[config.mk]
export PLATFORM = sky130hd
export DESIGN_NAME = lgn_stream_driver
export DESIGN_NICKNAME = d
export VERILOG_FILES = /design/src/rtl/lgn_pkg.sv /design/src/rtl/lgn_max_tracker.sv /design/src/rtl/lgn_stream_driver.sv
export SDC_FILE = /design/constraint.sdc
export NUM_CORES = 1
export LEC_CHECK = 0
export CAP_MARGIN = 40
export CORE_UTILIZATION = 50
export CTS_CLUSTER_SIZE = 28
export DETAILED_ROUTE_END_ITERATION = 6
export PLACE_DENSITY = 0.8
export SLEW_MARGIN = 20
export SYNTH_ARGS = -nofsm -noshare
export SYNTH_HDL_FRONTEND = slang
export SYNTH_SLANG_ARGS = --single-unit
[constraint.sdc]
create_clock -name clk -period 3.4 [get_ports clk]
set_clock_uncertainty 0.1 [all_clocks]
set_input_delay 0.51 -clock clk [delete_from_list [all_inputs] [get_ports clk]]
set_output_delay 0.51 -clock clk [all_outputs]
set_load 0.1 [all_outputs]
[src/rtl/lgn_pkg.sv]
// Shared constants and driver state encoding
// for the LGN classifier stream driver.
package lgn_pkg;

  localparam int INPUTS = 256;
  localparam int BUS_W  = 8;
  localparam int SUM_W  = 15;

  typedef enum logic [1:0] {
    IDLE,
    SEND,
    WAIT,
    RESULT
  } drv_state_t;

endpackage

[src/rtl/lgn_max_tracker.sv]
// Running maximum of captured scores and the
// index of the result that produced it.
module lgn_max_tracker #(
  parameter int SUM_W = 15
) (
  input  logic             clk,
  input  logic             rst_n,
  input  logic             cap,
  input  logic [SUM_W-1:0] sum_in,
  input  logic             max_clr,
  output logic [SUM_W-1:0] max_sum,
  output logic [7:0]       max_idx
);

  logic [7:0] res_cnt;

  // strict compare: ties keep the earlier index
  always_ff @(posedge clk or negedge rst_n) begin
    if (!rst_n) begin
      res_cnt <= '0;
      max_sum <= '0;
      max_idx <= '0;
    end else if (max_clr) begin
      res_cnt <= '0;
      max_sum <= '0;
      max_idx <= '0;
    end else if (cap) begin
      res_cnt <= res_cnt + 8'd1;
      if (sum_in > max_sum) begin
        max_sum <= sum_in;
        max_idx <= res_cnt;
      end
    end
  end

endmodule

[src/rtl/lgn_stream_driver.sv]
// Image serialiser and score collector for the LGN core.
// Optional max tracking: define LGN_DRV_MAXTRACK_EN.
module lgn_stream_driver #(
  parameter int INPUTS = lgn_pkg::INPUTS,
  parameter int BUS_W  = lgn_pkg::BUS_W,
  parameter int SUM_W  = lgn_pkg::SUM_W,
  parameter int LAT    = 1
) (
  input  logic              clk,
  input  logic              rst_n,
  input  logic              img_valid,
  output logic              img_ready,
  input  logic [INPUTS-1:0] img_data,
  output logic [BUS_W-1:0]  bus_out,
  input  logic [SUM_W-1:0]  sum_in,
  output logic              res_valid,
  input  logic              res_ready,
  output logic [SUM_W-1:0]  res_sum,
`ifdef LGN_DRV_MAXTRACK_EN
  input  logic              max_clr,
  output logic [SUM_W-1:0]  max_sum,
  output logic [7:0]        max_idx,
`endif
  output logic              busy
);

  import lgn_pkg::*;

  localparam int NBEAT = INPUTS / BUS_W;
  localparam int BW = (NBEAT > 1) ? $clog2(NBEAT) : 1;

  drv_state_t state, state_nx;

  logic [INPUTS-1:0] sreg;
  logic [BW-1:0]     beat;
  logic [3:0]        wcnt;
  logic              last_beat;
  logic              last_wait;
  logic              accept;
  logic              cap;

  assign last_beat = (beat == BW'(NBEAT - 1));
  assign last_wait = (wcnt == 4'(LAT - 1));

  assign img_ready = (state == IDLE) && rst_n;
  assign res_valid = (state == RESULT);
  assign busy      = (state != IDLE);

  always_ff @(posedge clk or negedge rst_n) begin
    if (!rst_n) state <= IDLE;
    else        state <= state_nx;
  end

  always_comb begin
    state_nx = state;
    accept   = 1'b0;
    cap      = 1'b0;
    unique case (1'b1)
      state == IDLE: begin
        if (img_valid) begin
          accept   = 1'b1;
          state_nx = SEND;
        end
      end
      state == SEND: begin
        if (last_beat) state_nx = WAIT;
      end
      state == WAIT: begin
        if (last_wait) begin
          cap      = 1'b1;
          state_nx = RESULT;
        end
      end
      state == RESULT: begin
        if (res_ready) state_nx = IDLE;
      end
      default: state_nx = IDLE;
    endcase
  end

  // top byte goes out on the accept edge itself
  always_ff @(posedge clk or negedge rst_n) begin
    if (!rst_n) begin
      sreg    <= '0;
      beat    <= '0;
      wcnt    <= '0;
      bus_out <= '0;
      res_sum <= '0;
    end else begin
      if (accept) begin
        bus_out <= img_data[INPUTS-1 -: BUS_W];
        sreg    <= img_data << BUS_W;
        beat    <= '0;
      end else if (state == SEND) begin
        if (last_beat) begin
          bus_out <= '0;
          wcnt    <= '0;
        end else begin
          bus_out <= sreg[INPUTS-1 -: BUS_W];
          sreg    <= sreg << BUS_W;
          beat    <= beat + 1'b1;
        end
      end else if (state == WAIT && !last_wait) begin
        wcnt <= wcnt + 4'd1;
      end
      if (cap) res_sum <= sum_in;
    end
  end

`ifdef LGN_DRV_MAXTRACK_EN
  lgn_max_tracker #(
    .SUM_W(SUM_W)
  ) u_max (
    .clk    (clk),
    .rst_n  (rst_n),
    .cap    (cap),
    .sum_in (sum_in),
    .max_clr(max_clr),
    .max_sum(max_sum),
    .max_idx(max_idx)
  );
`endif

endmodule

==> results.yml, run 1 <==
yosys:
  synth_seq_cells: 282
  synth-simple-area-share: 0.236
  syn_avg_cell_area_um2: 8.57
  synth_cell_type_count: 35
  synthMuxAreaShare: 0.0143
  synthesis.nets: 1756
  syn_area_um2: 12600
  synthCells: 1473
  synth-edff-count: 0
  synthDominantCellAreaShare: 0.559
  synth_flop_cell: "dfrtp_1"
  synthAdderAreaFrac: 0.00793
  synth_area_leaders: "dfrtp_1 (56%), nand2_1 (15%), a31oi_1 (12%), nor2_1 (7.5%), buf_2 (1.7%)"
  async_flop_share: 1.00
  ys_seq_area_frac: 0.559
  synth_compound_area_frac: 0.136
  synth_top_family_by_area: "simple AND/OR/NAND/NOR gates"
  synth_xor_area_frac: 0.00139
  yosys.area.top_type: "dfrtp_1"
  ys.warnings.count: 0
power:
  peakVddDrop_mv: 0.810
  intPower_mw: 10.2
  power_density_nw_per_um2: 1010
  seq_power_share: 0.362
  switchingPower_mw: 7.02
  clock_power_share: 0.202
  leakagePower_nw: 7.56
  swShare: 0.407
  p_comb_frac: 0.436
global_routing:
  groute.usage.overall: 0.270
  grt_pass1_wl_um: 56700
  grt_max_degree: 152
  antenna_found_initial: 2
  grt.overflow.total: 0
  first_global_vias: 11400
  grtUsageMet2: 0.447
  use_met1: 0.346
  use_met3: 0.0542
  grt_most_used_layer: "met2"
floorplanning:
  initial_core_util: 0.515
  coreArea_um2: 24500
  pin_count: 301
  std_cell_rows: 57
  die_height_um: 161
  die_w_um: 161
  die-area_um2: 25900
finish:
  nNetsFinal: 2008
  finalInstanceArea_um2: 17100
  drive_gt1_frac: 0.0641
  syn_to_final_growth_pct: 35.3
  final_cell_count_no_fill: 2073
  fill_cells: 1924
status:
  outcome: "finished, final reports clean"
worst_setup_path:
  crit_slowest_cell: "ha_1"
  required_ns: 3.74
  critical_path_class: "flop to flop"
  reg2regPathDepth: 6
  r2r-start: "state[1]"
  critPathArrivalTime_ns: 2.97
  endpoint_kind: "flop"
  critical_path_buf_inv_count: 2
  slowest_delay_ns: 0.64
  worstReg2RegEnd: "sreg[124]"
  path_cells: "inv_1, ha_1, and2b_4, buf_12, nand2_1, a31oi_1"
  startpoint_type: "flop"
  crit_fanout: 97
  reg2reg_setup_slack_ns: 0.77
  crit_family: "adder cells"
sta:
  rsz0062_at_grt: "false"
  worst_pin_slew_ns: 0.809
  tns_ns: 0
  maxSlewHeadroom: 0.461
  maxSlewViolCount: 0
  finalSetupViolCount: 0
  fin_hold_ws_ns: 0.323
  hold_viol: 0
  layout_min_cycle_time_ns: 2.63
  fin_crit_sh: 0.774
  fmax_mhz: 380
hold_path:
  hp-class: "input pin to asynchronous set/reset pin"
placed_design:
  placed_area_um2: 16000
  dp_hpwl_um: 22400
  dp_cells: 2016
  io_buffers: 300
  gp_congestion: 0.826
cts:
  cts_sinks: 282
  tritoncts: "yes"
  cts_buffers: 30
  cts_buffer_depth: 3
  root_buffer: "clkbuf_16"
  clk_latency_ns: 0.54
  clk_pin_slew_ns: 0.06
  htreeDepth: 1
  cts-resized-gates: 0
routing:
  route.detailed.drc: 0
  dr.pass1.iters: 7
  wl_um: 34700
  wl_per_cell_um: 16.8
  vias: 11500
  vias_per_cell: 5.56
  drtIter0Drc: 1208
  antenna_left: 0
run:
  max-cap-violations: 0
worst max-delay path by stage:
stage | depth (start not counted) | endpoint | startpoint | slack, ns
final | 6 | sreg[124] | state[1] | 0.77
after global routing | 6 | sreg[26] | state[1] | 0.57
after CTS | 6 | sreg[124] | state[1] | 0.76
after detailed placement | 6 | beat[3] | state[1] | 0.82
after global placement | 6 | beat[3] | state[1] | 0.90
after floorplan | 6 | state[1] | state[0] | 1.19
power by group through the flow:
| stage | Clock [mW] | Sequential (mW) | Combinational (mW) |
|---|---|---|---|
| after floorplan | 0 | 6.89 | 4.60 |
| after global placement | 0 | 6.17 | 6.89 |
| after detailed placement | 0 | 6.21 | 7.48 |
| after CTS | 3.54 | 6.22 | 7.57 |
| after global routing | 3.68 | 6.42 | 8.36 |
| final | 3.49 | 6.25 | 7.53 |
per-layer routing:
layer / up-vias / share of wire / routed length [um]
met2: 485 / 0.48 / 16800
met5: - / 0 / 0
met3: 88 / 0.074 / 2570
met1: 5533 / 0.40 / 14000
met4: 0 / 0.039 / 1360
li1: 5427 / - / -
synthesized netlist by cell type (all sizes together), types with 2 or more instances:
cell type,instances
a21oi,4
inv,7
buf,65
nand3b,7
and2,2
and3,2
a22o,8
dfrtp,282
nor2,254
o21ai,3
nor3,3
nand2b,8
mux2,16
ha,8
clkbuf,51
nand2,491
a31oi,247
placed cells by master (no fill, tap or decap), types with 2 or more instances in the layout:
cell	instances
ha_1	8
and2_1	2
a22o_1	8
inv_1	7
nor2_1	254
a21oi_1	4
a31oi_1	247
clkinv_2	3
clkdlybuf4s50_1	291
buf_4	16
nor3_1	3
and3_1	2
bufinv_16	4
clkbuf_1	5
o21ai_0	3
nand2b_1	7
nand2_1	490
buf_8	19
nand3b_1	7
diode_2	2
clkbuf_16	31
mux2_2	16
dfrtp_1	282
buf_12	9
clkbuf_8	10
flip-flops by register name, indices dropped and copies added, names as in the netlist:
| signal | flops |
|---|---|
| beat | 5 |
| state | 2 |
| wcnt | 4 |
| bus_out | 8 |
| res_sum | 15 |
| sreg | 248 |
cells by family (layout without fill, tap and decap cells):
kind of cell,Yosys count,after routing
flops,282,282
buf+inv,123,397
xor+xnor,2,2
other cells,0,2
simple gates,773,773
compound gates,269,269
mux,16,16
fa+ha+maj,8,8
per-stage QoR:
step | utilization | setup WS (ns) | total power [mW]
after floorplan | - | 1.19 | 11.5
after global placement | 0.641 | 0.895 | 13.1
after detailed placement | 0.652 | 0.819 | 13.7
after CTS | 0.696 | 0.760 | 17.3
after global routing | 0.696 | 0.566 | 18.5
final | 0.696 | 0.769 | 17.3
final cells by class:
type	instances	area, um^2	share of cell area
Sequential cell	282	7060	0.413
Multi-Input combinational cell	1068	5010	0.293
Timing Repair Buffer	336	3510	0.205
Clock buffer	46	932	0.0546
Tap cell	324	405	0.0237
Clock inverter	8	143	0.00835
Inverter	7	26.3	0.00154
Antenna cell	2	5.00	0.000293
what timing repair did:
action | in CTS | in global routing
hold buffers | 1 | 0
endpoints found under the hold margin | 32 | 0
setup buffers | 0 | 0
No activity file was read; power rests on OpenSTA's default activity.
==> run 2: changes to the inputs <==
==> constraint.sdc (replaced) <==
create_clock -name clk -period 2.61 [get_ports clk]
set_clock_uncertainty 0.1 [all_clocks]
set_input_delay 0.3915 -clock clk [delete_from_list [all_inputs] [get_ports clk]]
set_output_delay 0.3915 -clock clk [all_outputs]
set_load 0.1 [all_outputs]
==> results.yml, run 2 (synthesis gave the netlist of run 1 again) <==
status:
  outcome: "finished, final reports clean"
worst_setup_path:
  cp_common_cell: "ha_1"
  critical_path_class: "flop to flop"
  critPathArrivalTime_ns: 2.72
  slowest_delay_ns: 0.51
  reg2regPathDepth: 7
  critical_path_buf_inv_count: 0
  endpoint_kind: "flop"
  worstReg2RegEnd: "beat[3]"
  path_cells: "ha_1, and3_1, ha_1, and2b_4, nor2_1, o21ai_0, a21oi_1"
  crit_family: "simple AND/OR/NAND/NOR gates"
  startpoint_type: "flop"
  crit_fanout: 11
  crit_slowest_cell: "nor2_1"
  r2r-start: "beat[0]"
  required_ns: 2.98
  reg2reg_setup_slack_ns: 0.26
power:
  p_total_mw: 21.9
  leakagePower_nw: 7.51
  peakVddDrop_mv: 0.844
  power_density_nw_per_um2: 1300
placed_design:
  dp_cells: 2005
  dp_hpwl_um: 22100
  place_ws_ns: 0.328
  placed_area_um2: 15800
  gp_congestion: 0.867
  io_buffers: 300
hold_path:
  hp-class: "input pin to flop"
  holdPathStages: 3
  hold_path.startpoint: "img_data[198]"
  worst_hold_path.endpoint: "sreg[206]"
finish:
  largest_reg_flops: 248
  syn_to_final_growth_pct: 33.6
  seqCellArea_um2: 7060
  multi_input_area_um2: 5010
  fill_cells: 1899
  final_cell_mix: "nand2_1 (490), dfrtp_1 (282), clkdlybuf4s50_1 (273), nor2_1 (254), a31oi_1 (247)"
  final_cell_count_no_fill: 2061
  final_common_cell: "nand2_1"
  regMostFlops: "sreg"
  drive_gt1_frac: 0.0685
  nNetsFinal: 1997
  utilization: 0.688
  reg_top3: "sreg (248), res_sum (15), bus_out (8)"
  finalInstanceArea_um2: 16900
sta:
  maxSlewHeadroom: 0.432
  worst_pin_slew_ns: 0.853
  fmax_mhz: 425
  fin_ws_ns: 0.258
  layout_min_cycle_time_ns: 2.35
  fin_hold_ws_ns: 0.316
  rsz0062_at_grt: "false"
  tns_ns: 0
  finalSetupViolCount: 0
  maxSlewViolCount: 0
  hold_viol: 0
  fin_crit_sh: 0.901
floorplanning:
  std_cell_rows: 57
  die-area_um2: 25900
  initial_core_util: 0.515
  die_w_um: 161
  pin_count: 301
  coreArea_um2: 24500
  die_height_um: 161
routing:
  vias_per_cell: 5.49
  wl_um: 33600
  route.detailed.drc: 0
  dr.pass1.iters: 6
  drtIter0Drc: 926
  vias: 11300
  antenna_left: 0
  wl_per_cell_um: 16.3
cts:
  cts_sinks: 282
  cts_buffers: 30
  cts_buffer_depth: 3
  tritoncts: "yes"
  clk_latency_ns: 0.55
  cts-resized-gates: 0
  htreeDepth: 1
  root_buffer: "clkbuf_16"
  clk_pin_slew_ns: 0.06
global_routing:
  grt_max_degree: 154
  grt_most_used_layer: "met2"
  use_met1: 0.358
  use_met3: 0.0429
  first_global_vias: 11000
  grtUsageMet2: 0.422
  groute.usage.overall: 0.258
  grt.overflow.total: 0
  antenna_found_initial: 1
  grt_pass1_wl_um: 54600
run:
  max-cap-violations: 0
-- run 2: repair_timing --
item                       in CTS  in global routing
setup buffers                   0                  0
hold endpoints to repair      272                  0
hold buffers                    1                  0
setup endpoints to repair       0                  0
-- run 2: worst max-delay path by stage --
| stage | start | endpoint | slack, ns | cells past startpoint |
|---|---|---|---|---|
| global route | beat[0] | beat[3] | 0.03 | 7 |
| global placement | beat[0] | beat[3] | 0.40 | 7 |
| floorplan | state[0] | state[1] | 0.40 | 6 |
| detailed placement | beat[0] | wcnt[2] | 0.33 | 7 |
| finish | beat[0] | beat[3] | 0.26 | 7 |
| CTS | beat[0] | beat[3] | 0.25 | 7 |
-- run 2: metal layers --
metal,up-vias,routed length [um]
li1,5398,-
met3,55,2210
met5,-,0
met1,5476,14400
met2,392,16100
met4,0,880
-- run 2: worst reg2reg max path: stages, from the launching register on --
cell	delay (ns)
dfrtp_1	0.38
ha_1	0.18
and3_1	0.16
ha_1	0.27
and2b_4	0.26
nor2_1	0.51
o21ai_0	0.21
a21oi_1	0.19
-- run 2: final cells by class --
| type | count | area share |
|---|---|---|
| diodes | 1 | 0.000148 |
| clock buffers | 46 | 0.0553 |
| clock inverters | 8 | 0.00556 |
| inverters | 7 | 0.00156 |
| multi-input cells | 1068 | 0.297 |
| flip-flops and latches | 282 | 0.418 |
| well taps | 324 | 0.0240 |
| repair buffers | 325 | 0.198 |
-- run 2: where the power goes --
| group | leakage (nW) | switching, mW | internal (mW) |
|---|---|---|---|
| clock network | 0.512 | 1.71 | 2.64 |
| registers | 3.35 | 1.35 | 6.74 |
| logic | 3.65 | 5.92 | 3.54 |
==> run 3: changes to the inputs <==
--- a/config.mk
+++ b/config.mk
@@ -13,4 +13,5 @@
 export SLEW_MARGIN = 20
 export SYNTH_ARGS = -nofsm -noshare
 export SYNTH_HDL_FRONTEND = slang
+export SYNTH_HIERARCHICAL = 1
 export SYNTH_SLANG_ARGS = --single-unit
==> results of run 3 <==
Same layout as run 2: the final DEF is identical, and so are final timing and power.
Among the figures that moved: Yosys warning count 0 -> 6
